`config.mk`:
```
export PLATFORM = sky130hd
export DESIGN_NAME = axis_pack_64_512_flat
export DESIGN_NICKNAME = d
export VERILOG_FILES = /design/src/rtl/axis_pack_64_512_if.sv /design/src/rtl/axis_pack_64_512.sv /design/src/flat_wrapper.sv
export SDC_FILE = /design/constraint.sdc
export NUM_CORES = 2
export LEC_CHECK = 0
export BUFFER_PORTS_ARGS = -buffer_cell sky130_fd_sc_hd__buf_2
export CORE_MARGIN = 5
export CORE_UTILIZATION = 57
export CTS_BUF_LIST = sky130_fd_sc_hd__clkbuf_16
export DETAILED_ROUTE_END_ITERATION = 10
export GPL_TIMING_DRIVEN = 0
export PLACE_DENSITY = 0.79
export SETUP_SLACK_MARGIN = 0.1
export SLEW_MARGIN = 40
export SYNTH_ARGS = -nofsm -noshare
export SYNTH_HDL_FRONTEND = slang
export SYNTH_SLANG_ARGS = --single-unit
```
`constraint.sdc`:
```
create_clock -name aclk -period 41.5 [get_ports aclk]
set_input_delay 8.3 -clock aclk [delete_from_list [all_inputs] [get_ports aclk]]
set_output_delay 8.3 -clock aclk [all_outputs]
set_load 0.01 [all_outputs]
```
`src/rtl/axis_pack_64_512_if.sv`:
```
// Stream bundle for the 64->512 packer: narrow input stream (s_axis_*) and wide output stream (m_axis_*).
// The slave modport is the packer's view; the master modport is the view of whatever surrounds it.
interface axis_pack_64_512_if #(
  parameter int IN_W  = 64,
  parameter int OUT_W = 512,
  parameter int ID_W  = 16
);
  // Handshake on both streams: a transfer happens on a rising clock edge where tvalid and
  // tready are both 1; a raised tvalid and its payload stay put until that transfer happens.
  logic               s_axis_tvalid;
  logic               s_axis_tready;
  logic [IN_W-1:0]    s_axis_tdata;
  logic               s_axis_tlast;
  logic [ID_W-1:0]    s_axis_tid;

  logic               m_axis_tvalid;
  logic               m_axis_tready;
  logic [OUT_W-1:0]   m_axis_tdata;
  logic [OUT_W/8-1:0] m_axis_tkeep;
  logic               m_axis_tlast;
  logic [ID_W-1:0]    m_axis_tid;

  modport slave (
    input  s_axis_tvalid, s_axis_tdata, s_axis_tlast, s_axis_tid, m_axis_tready,
    output s_axis_tready, m_axis_tvalid, m_axis_tdata, m_axis_tkeep, m_axis_tlast, m_axis_tid
  );

  modport master (
    output s_axis_tvalid, s_axis_tdata, s_axis_tlast, s_axis_tid, m_axis_tready,
    input  s_axis_tready, m_axis_tvalid, m_axis_tdata, m_axis_tkeep, m_axis_tlast, m_axis_tid
  );
endinterface

```
`src/rtl/axis_pack_64_512.sv`:
```
// Packs IN_W-bit stream words into OUT_W-bit beats (first word in the low lane), flushing a
// partial beat with trimmed tkeep on tlast; tracks the beat tid and counts emitted frames.
module axis_pack_64_512 #(
  parameter int IN_W  = 64,
  parameter int OUT_W = 512,
  parameter int ID_W  = 16,
  parameter int CNT_W = 32
) (
  input  logic                 aclk,
  input  logic                 aresetn,
  axis_pack_64_512_if.slave    axis,
  output logic [CNT_W-1:0]     frames_out,
  output logic                 err_tid
);
  localparam int RATIO  = OUT_W / IN_W;
  localparam int LW     = $clog2(RATIO);
  localparam int KEEP_W = OUT_W / 8;
  localparam int LANE_B = IN_W / 8;
  localparam logic [LW-1:0] LAST_LANE = LW'(RATIO - 1);

  // Reset asserts asynchronously but releases only on a clock edge.
  logic rst_meta;
  logic rst_n;

  always_ff @(posedge aclk or negedge aresetn) begin
    if (!aresetn) begin
      rst_meta <= 1'b0;
      rst_n    <= 1'b0;
    end else begin
      rst_meta <= 1'b1;
      rst_n    <= rst_meta;
    end
  end

  logic [OUT_W-1:0]  acc;
  logic [LW-1:0]     lane;
  logic [ID_W-1:0]   beat_tid;

  logic              out_valid;
  logic [OUT_W-1:0]  out_data;
  logic [KEEP_W-1:0] out_keep;
  logic              out_last;
  logic [ID_W-1:0]   out_tid;

  logic              s_ready;
  logic              accept;
  logic              completing;
  logic [OUT_W-1:0]  beat_data;
  logic [KEEP_W-1:0] beat_keep;
  logic [ID_W-1:0]   beat_tid_n;

  always_comb begin
    s_ready    = !out_valid || axis.m_axis_tready;
    accept     = axis.s_axis_tvalid && s_ready;
    completing = accept && ((lane == LAST_LANE) || axis.s_axis_tlast);
    // Lanes above the current one are still zero, so a flushed beat carries zeros there.
    beat_data  = acc;
    beat_data[lane*IN_W +: IN_W] = axis.s_axis_tdata;
    beat_keep  = '0;
    for (int i = 0; i < RATIO; i++) begin
      beat_keep[i*LANE_B +: LANE_B] = (i <= int'(lane)) ? {LANE_B{1'b1}} : {LANE_B{1'b0}};
    end
    beat_tid_n = (lane == '0) ? axis.s_axis_tid : beat_tid;
  end

  // Accumulator stage.
  always_ff @(posedge aclk or negedge rst_n) begin
    if (!rst_n) begin
      acc      <= '0;
      lane     <= '0;
      beat_tid <= '0;
      err_tid  <= 1'b0;
    end else if (accept) begin
      beat_tid <= beat_tid_n;
      if (lane != '0 && axis.s_axis_tid != beat_tid) begin
        err_tid <= 1'b1;
      end
      if (completing) begin
        acc  <= '0;
        lane <= '0;
      end else begin
        acc  <= beat_data;
        lane <= lane + LW'(1);
      end
    end
  end

  // Output register: reloads in the same cycle its current beat is taken.
  always_ff @(posedge aclk or negedge rst_n) begin
    if (!rst_n) begin
      out_valid <= 1'b0;
      out_data  <= '0;
      out_keep  <= '0;
      out_last  <= 1'b0;
      out_tid   <= '0;
    end else if (completing) begin
      out_valid <= 1'b1;
      out_data  <= beat_data;
      out_keep  <= beat_keep;
      out_last  <= axis.s_axis_tlast;
      out_tid   <= beat_tid_n;
    end else if (axis.m_axis_tready) begin
      out_valid <= 1'b0;
    end
  end

  always_ff @(posedge aclk or negedge rst_n) begin
    if (!rst_n) begin
      frames_out <= '0;
    end else if (out_valid && axis.m_axis_tready && out_last) begin
      frames_out <= frames_out + CNT_W'(1);
    end
  end

  assign axis.s_axis_tready = s_ready;
  assign axis.m_axis_tvalid = out_valid;
  assign axis.m_axis_tdata  = out_data;
  assign axis.m_axis_tkeep  = out_keep;
  assign axis.m_axis_tlast  = out_last;
  assign axis.m_axis_tid    = out_tid;
endmodule
```
`src/flat_wrapper.sv`:
```
// flat-port wrapper written by rule: the top's interface ports become plain ports
module axis_pack_64_512_flat 
#(
  parameter int IN_W  = 64,
  parameter int OUT_W = 512,
  parameter int ID_W  = 16,
  parameter int CNT_W = 32
)
  (aclk, aresetn, frames_out, err_tid, axis_s_axis_tvalid, axis_s_axis_tdata, axis_s_axis_tlast, axis_s_axis_tid, axis_m_axis_tready, axis_s_axis_tready, axis_m_axis_tvalid, axis_m_axis_tdata, axis_m_axis_tkeep, axis_m_axis_tlast, axis_m_axis_tid);
  axis_pack_64_512_if #(.IN_W(IN_W), .OUT_W(OUT_W), .ID_W(ID_W)) axis_i ();
  input  logic aclk;
  input  logic aresetn;
  output logic [CNT_W-1:0] frames_out;
  output logic err_tid;
  input wire logic [$bits(axis_i.s_axis_tvalid)-1:0] axis_s_axis_tvalid;
  input wire logic [$bits(axis_i.s_axis_tdata)-1:0] axis_s_axis_tdata;
  input wire logic [$bits(axis_i.s_axis_tlast)-1:0] axis_s_axis_tlast;
  input wire logic [$bits(axis_i.s_axis_tid)-1:0] axis_s_axis_tid;
  input wire logic [$bits(axis_i.m_axis_tready)-1:0] axis_m_axis_tready;
  output wire logic [$bits(axis_i.s_axis_tready)-1:0] axis_s_axis_tready;
  output wire logic [$bits(axis_i.m_axis_tvalid)-1:0] axis_m_axis_tvalid;
  output wire logic [$bits(axis_i.m_axis_tdata)-1:0] axis_m_axis_tdata;
  output wire logic [$bits(axis_i.m_axis_tkeep)-1:0] axis_m_axis_tkeep;
  output wire logic [$bits(axis_i.m_axis_tlast)-1:0] axis_m_axis_tlast;
  output wire logic [$bits(axis_i.m_axis_tid)-1:0] axis_m_axis_tid;
  assign axis_i.s_axis_tvalid = axis_s_axis_tvalid;
  assign axis_i.s_axis_tdata = axis_s_axis_tdata;
  assign axis_i.s_axis_tlast = axis_s_axis_tlast;
  assign axis_i.s_axis_tid = axis_s_axis_tid;
  assign axis_i.m_axis_tready = axis_m_axis_tready;
  assign axis_s_axis_tready = axis_i.s_axis_tready;
  assign axis_m_axis_tvalid = axis_i.m_axis_tvalid;
  assign axis_m_axis_tdata = axis_i.m_axis_tdata;
  assign axis_m_axis_tkeep = axis_i.m_axis_tkeep;
  assign axis_m_axis_tlast = axis_i.m_axis_tlast;
  assign axis_m_axis_tid = axis_i.m_axis_tid;
  axis_pack_64_512 #(.IN_W(IN_W), .OUT_W(OUT_W), .ID_W(ID_W), .CNT_W(CNT_W)) u_core (.aclk(aclk), .aresetn(aresetn), .axis(axis_i), .frames_out(frames_out), .err_tid(err_tid));
endmodule
```
# After elaboration in Yosys (flattened, before gate mapping)
# Index checks and enable logic that the tools add are counted.
# totals
input_bits	85
regBits	1160
output_inout_bits	628
word_cells	51
# op_classes
mux	13
n_lt_le_gt_ge	7
addsub	3
n_shift	2
n_reduce_logical	12
eq_ne	2
# op_table
operator	n
$bwmux 512	1
$mux 512	1
$shift 64x34->512 const A	1
$shiftx 64x34->512	1
$mux 8	7
$neg 9->34	1
$add 32x1->32 const B	1
$mux 16	1
$ne 16x16->1	1
$le 3x3->1 const A	4
$le 2x3->1 const A	2
$logic_and 1x1->1	5
$add 3x1->3 const B	1
$eq 3x3->1 const B	1
$le 1x3->1 const A	1
$logic_not 3->1	1
$mux 3	1
$reduce_bool 3->1	1
$logic_or 1x1->1	2
$mux 1	2
$reduce_and 2->1	1
$reduce_bool 2->1	1
$logic_not 1->1	1

# Depth between registers and ports, before layout
# logic_depth
ltp_word	5
depth_mapped	10
ltp_nobuf	7

# Worst setup path before layout
# Ideal clock, no wire load.
# synth_timing
kind	input port to output port
startpoint	in axis_m_axis_tready
endpoint	out axis_s_axis_tready
t_arrival_ps	8568
t_required_ps	33200
stages	2
setup_slack_ps	24632
n_path_buf	1
path_cell_list	nand2b_1 -> buf_2
# synth_between
elab_chain_len	1
# synth_rtl
item	line_no	source
start, declared	flat_wrapper.sv:19	input wire logic [$bits(axis_i.m_axis_tready)-1:0] axis_m_axis_tready;
$logic_or 1x1->1	axis_pack_64_512.sv:53	s_ready = !out_valid || axis.m_axis_tready;
end, declared	flat_wrapper.sv:20	output wire logic [$bits(axis_i.s_axis_tready)-1:0] axis_s_axis_tready;
# Every way passes these cells.

# Worst setup path after layout
# Same ends and word-level chain as after synthesis.

==> impl_metrics.csv <==
group,metric,value,unit
critical_path,cp.arrival,8.91,ns
clock_tree,root_buffer,"clkbuf_16",
logic_synthesis,synthMuxAreaShare,0.0568,
place,dp_hpwl,130,mm
timing,max_slew_margin,0.375,
global_routing,overflow,0,
timing,setup_ws,24.29,ns
floorplanning,die_y,296,µm
logic_synthesis,syn-num-nets,4349,
logic_synthesis,synth_adder_area_share,0.00241,
clock_tree,clock_path_buffers,3,
floorplanning,start_util,0.572,
power,max-vdd-ir-drop,0.0000384,V
timing,setup_violations,0,
logic_synthesis,synth.distinct_cells,45,
floorplanning,rows,105,
route,via_per_inst,6.55,
route,vias,41200,
clock_tree,clock_latency,0.69,ns
final_layout,post-route-util,0.683,
clock_tree,cts_setup_buffers,0,
floorplanning,die_w,296,µm
final_layout,syn2layout_area_growth,19.4,%
global_routing,antenna_found_initial,20,
clock_tree,cts.sinks,1104,
power,p_per_area,49.6,nW/µm²
global_routing,grt_pass1_wl,261,mm
critical_path,endpoint_kind,"output pin",
logic_synthesis,synth_xor_area_frac,0.00881,
logic_synthesis,ys_seq_area_frac,0.591,
final_layout,drive_gt1_frac,0.228,
timing,worstMarginPinSlew,0.936,ns
timing,rsz0062_at_grt,"no",
timing,fin_crit,17.21,ns
place,io_buffers,712,
timing,timing.hold.ws,0.254,ns
global_routing,track_usage,0.400,
final_layout,final-instance-count-excl-fill,6283,
final_layout,fill_cells,6212,
route,drcViolationCount,0,
clock_tree,clkTransAtPathRegs,0.06,ns
route,drt_iter0_drc,5050,
run,max_cap_viol_count,0,
place,pre_cts_ws,24.30,ns
timing,hold_viol,0,
route,wl_per_cell,28.7,µm
global_routing,grt_max_degree,45,
logic_synthesis,yosys_warnings,0,
global_routing,grt_pass1_vias,40100,
clock_tree,cts_buffers,111,
place,post-place-cells,6068,
place,gp_congestion,0.926,
clock_tree,holdBufCountCts,0,
final_layout,regArea,27600,µm²
timing,fmax,58.1,MHz
critical_path,start_kind,"primary input",
final_layout,multiInputGateArea,16700,µm²
clock_tree,cts_resized,0,
floorplanning,core_area,81700,µm²
logic_synthesis,synth-compound-area-share,0.172,
route,wl,180,mm
worst_hold_path,hold_class,"flop to asynchronous set/reset pin",
floorplanning,pin_count,713,
outcome,status,"finished clean",
timing,fin_crit_sh,0.415,
logic_synthesis,avgSynthCellArea,11.0,µm²
route,ant_nets,0,
route,dr.pass1.iters,8,
floorplanning,die-area,87800,µm²
logic_synthesis,syn_area,46700,µm²
final_layout,nets,5205,
critical_path,r2r_slack,37.48,ns
critical_path,crit_type,"primary input to output pin",
logic_synthesis,synthSimpleGateAreaFrac,0.116,
power,p_leak,25.8,nW
critical_path,required,33.20,ns
timing,slew_violations,0,
clock_tree,cts_tree,"built",
logic_synthesis,synth_top_family_by_area,"compound AO/OA/AOI/OAI gates",
timing,fin_worst_skew,0.0299,ns
logic_synthesis,synth-seq-cells,1104,
logic_synthesis,synth_cells,4255,
clock_tree,htreeDepth,3,
critical_path,path_max_fanout,7,
[Yosys cell counts (all sizes together)]
master / number / area [µm²]
inv: 5 / 18.8
conb: 1 / 3.75
nor2b: 3 / 18.8
o31ai: 1 / 7.51
nor4: 5 / 37.5
xor2: 21 / 184
mux2: 17 / 191
and2: 56 / 350
dfrtp: 1104 / 27600
buf: 266 / 1560
a31oi: 284 / 1780
nor3b: 3 / 22.5
nand2: 548 / 2060
nand3b: 3 / 22.5
or4b: 1 / 10.0
clkbuf: 236 / 886
ha: 9 / 113
nand2b: 2 / 12.5
nor3: 7 / 45.0
xnor2: 26 / 228
nand3: 300 / 1510
a22o: 233 / 2040
a21oi: 3 / 18.8
o21ai: 259 / 1350
and4: 2 / 17.5
a21o: 2 / 15.0
and3b: 1 / 8.76
a32o: 282 / 2820
mux2i: 246 / 2460
nand4: 17 / 106
or3: 2 / 12.5
nor2: 300 / 1130
and3: 10 / 62.6
[critical path, stage by stage]
cell	delay, ns
buf_2	0.10
nand2b_1	0.10
buf_2	0.24
buf_2	0.18
[placed cells by master, fill, tap and decap left out, types with 19 or more instances in the layout]
cell / Yosys / routed
o21ai_0: 192 / 192
buf_4: 83 / 83
buf_12: 0 / 29
dfrtp_1: 1104 / 1103
inv_1: 5 / 27
clkbuf_1: 236 / 223
a31oi_1: 284 / 284
xor2_1: 21 / 21
mux2i_1: 246 / 246
xnor2_1: 26 / 26
nor2_1: 298 / 293
clkinv_1: 0 / 35
clkinv_2: 0 / 19
a22o_1: 233 / 233
buf_2: 152 / 864
buf_1: 24 / 24
a32o_1: 282 / 282
o21ai_1: 60 / 60
nand2_1: 548 / 548
clkbuf_16: 0 / 112
nand3_1: 299 / 299
and2_1: 56 / 56
[sequential cells by signal (all words and copies together), names as in the netlist, 3 cells and up]
name                      cells
u_core.acc                  512
u_core.axis.m_axis_tdata    512
u_core.frames_out            32
u_core.axis.m_axis_tid       16
u_core.beat_tid              16
u_core.axis.m_axis_tkeep      8
u_core.lane                   3
[path summary, 6_finish.rpt]
| kind | startpoint | endpoint | cells after the start |
|---|---|---|---|
| hold / removal | u_core.rst_n | u_core.acc[421] | 0 |
| setup reg to reg | u_core.lane[1] | u_core.axis.m_axis_tdata[305] | 10 |
| min in group aclk | u_core.rst_meta | u_core.rst_n | 0 |
| hold reg to reg | u_core.rst_n | u_core.acc[421] | 0 |
| max in group asynchronous | aresetn | u_core.rst_n | 1 |
| setup / recovery | axis_m_axis_tready | axis_s_axis_tready | 4 |
[per-stage QoR]
stage | power, mW | setup TNS (ns) | cell area (µm²)
6_report | 2.76 | 0 | 55800
5_1_grt | 2.85 | 0 | 55800
4_1_cts | 2.75 | 0 | 55700
3_5_place_dp | 1.80 | 0 | 52300
3_3_place_gp | 1.78 | -3627.52 | 51600
2_1_floorplan | 1.53 | 0 | 46700
[power by group]
| part | internal (mW) | switching (mW) |
|---|---|---|
| registers | 1.17 | 0.0802 |
| logic | 0.178 | 0.369 |
| clock network | 0.532 | 0.435 |
| total | 1.88 | 0.884 |
[routing by layer]
metal  vias up  part of all wire  GRT usage  routed length (µm)
met1     20700              0.37      0.528               66100
met2      2797              0.44      0.595               78700
met4         8             0.077      0.245               13800
met5         -           0.00028          0                  50
li1      17100                 -          -                   -
met3       634              0.12      0.109               21400
[cell type report]
cell class | instances | area share
sequential | 1104 | 0.495
antenna | 10 | 0.000449
multi-input combinational | 2644 | 0.299
clock inverter | 93 | 0.0114
inverter | 5 | 0.000337
buffer | 502 | 0.0441
clock buffer | 112 | 0.0503
tap | 1070 | 0.0240
timing repair buffer | 743 | 0.0748
[logic make-up after synthesis]
kind of cell | count (synthesis)
other cells | 1
simple gates | 1260
mux | 263
buf+inv | 507
xor+xnor | 47
compound gates | 1064
fa+ha+maj | 9
flops | 1104
No activity file was read; power rests on OpenSTA's default activity.
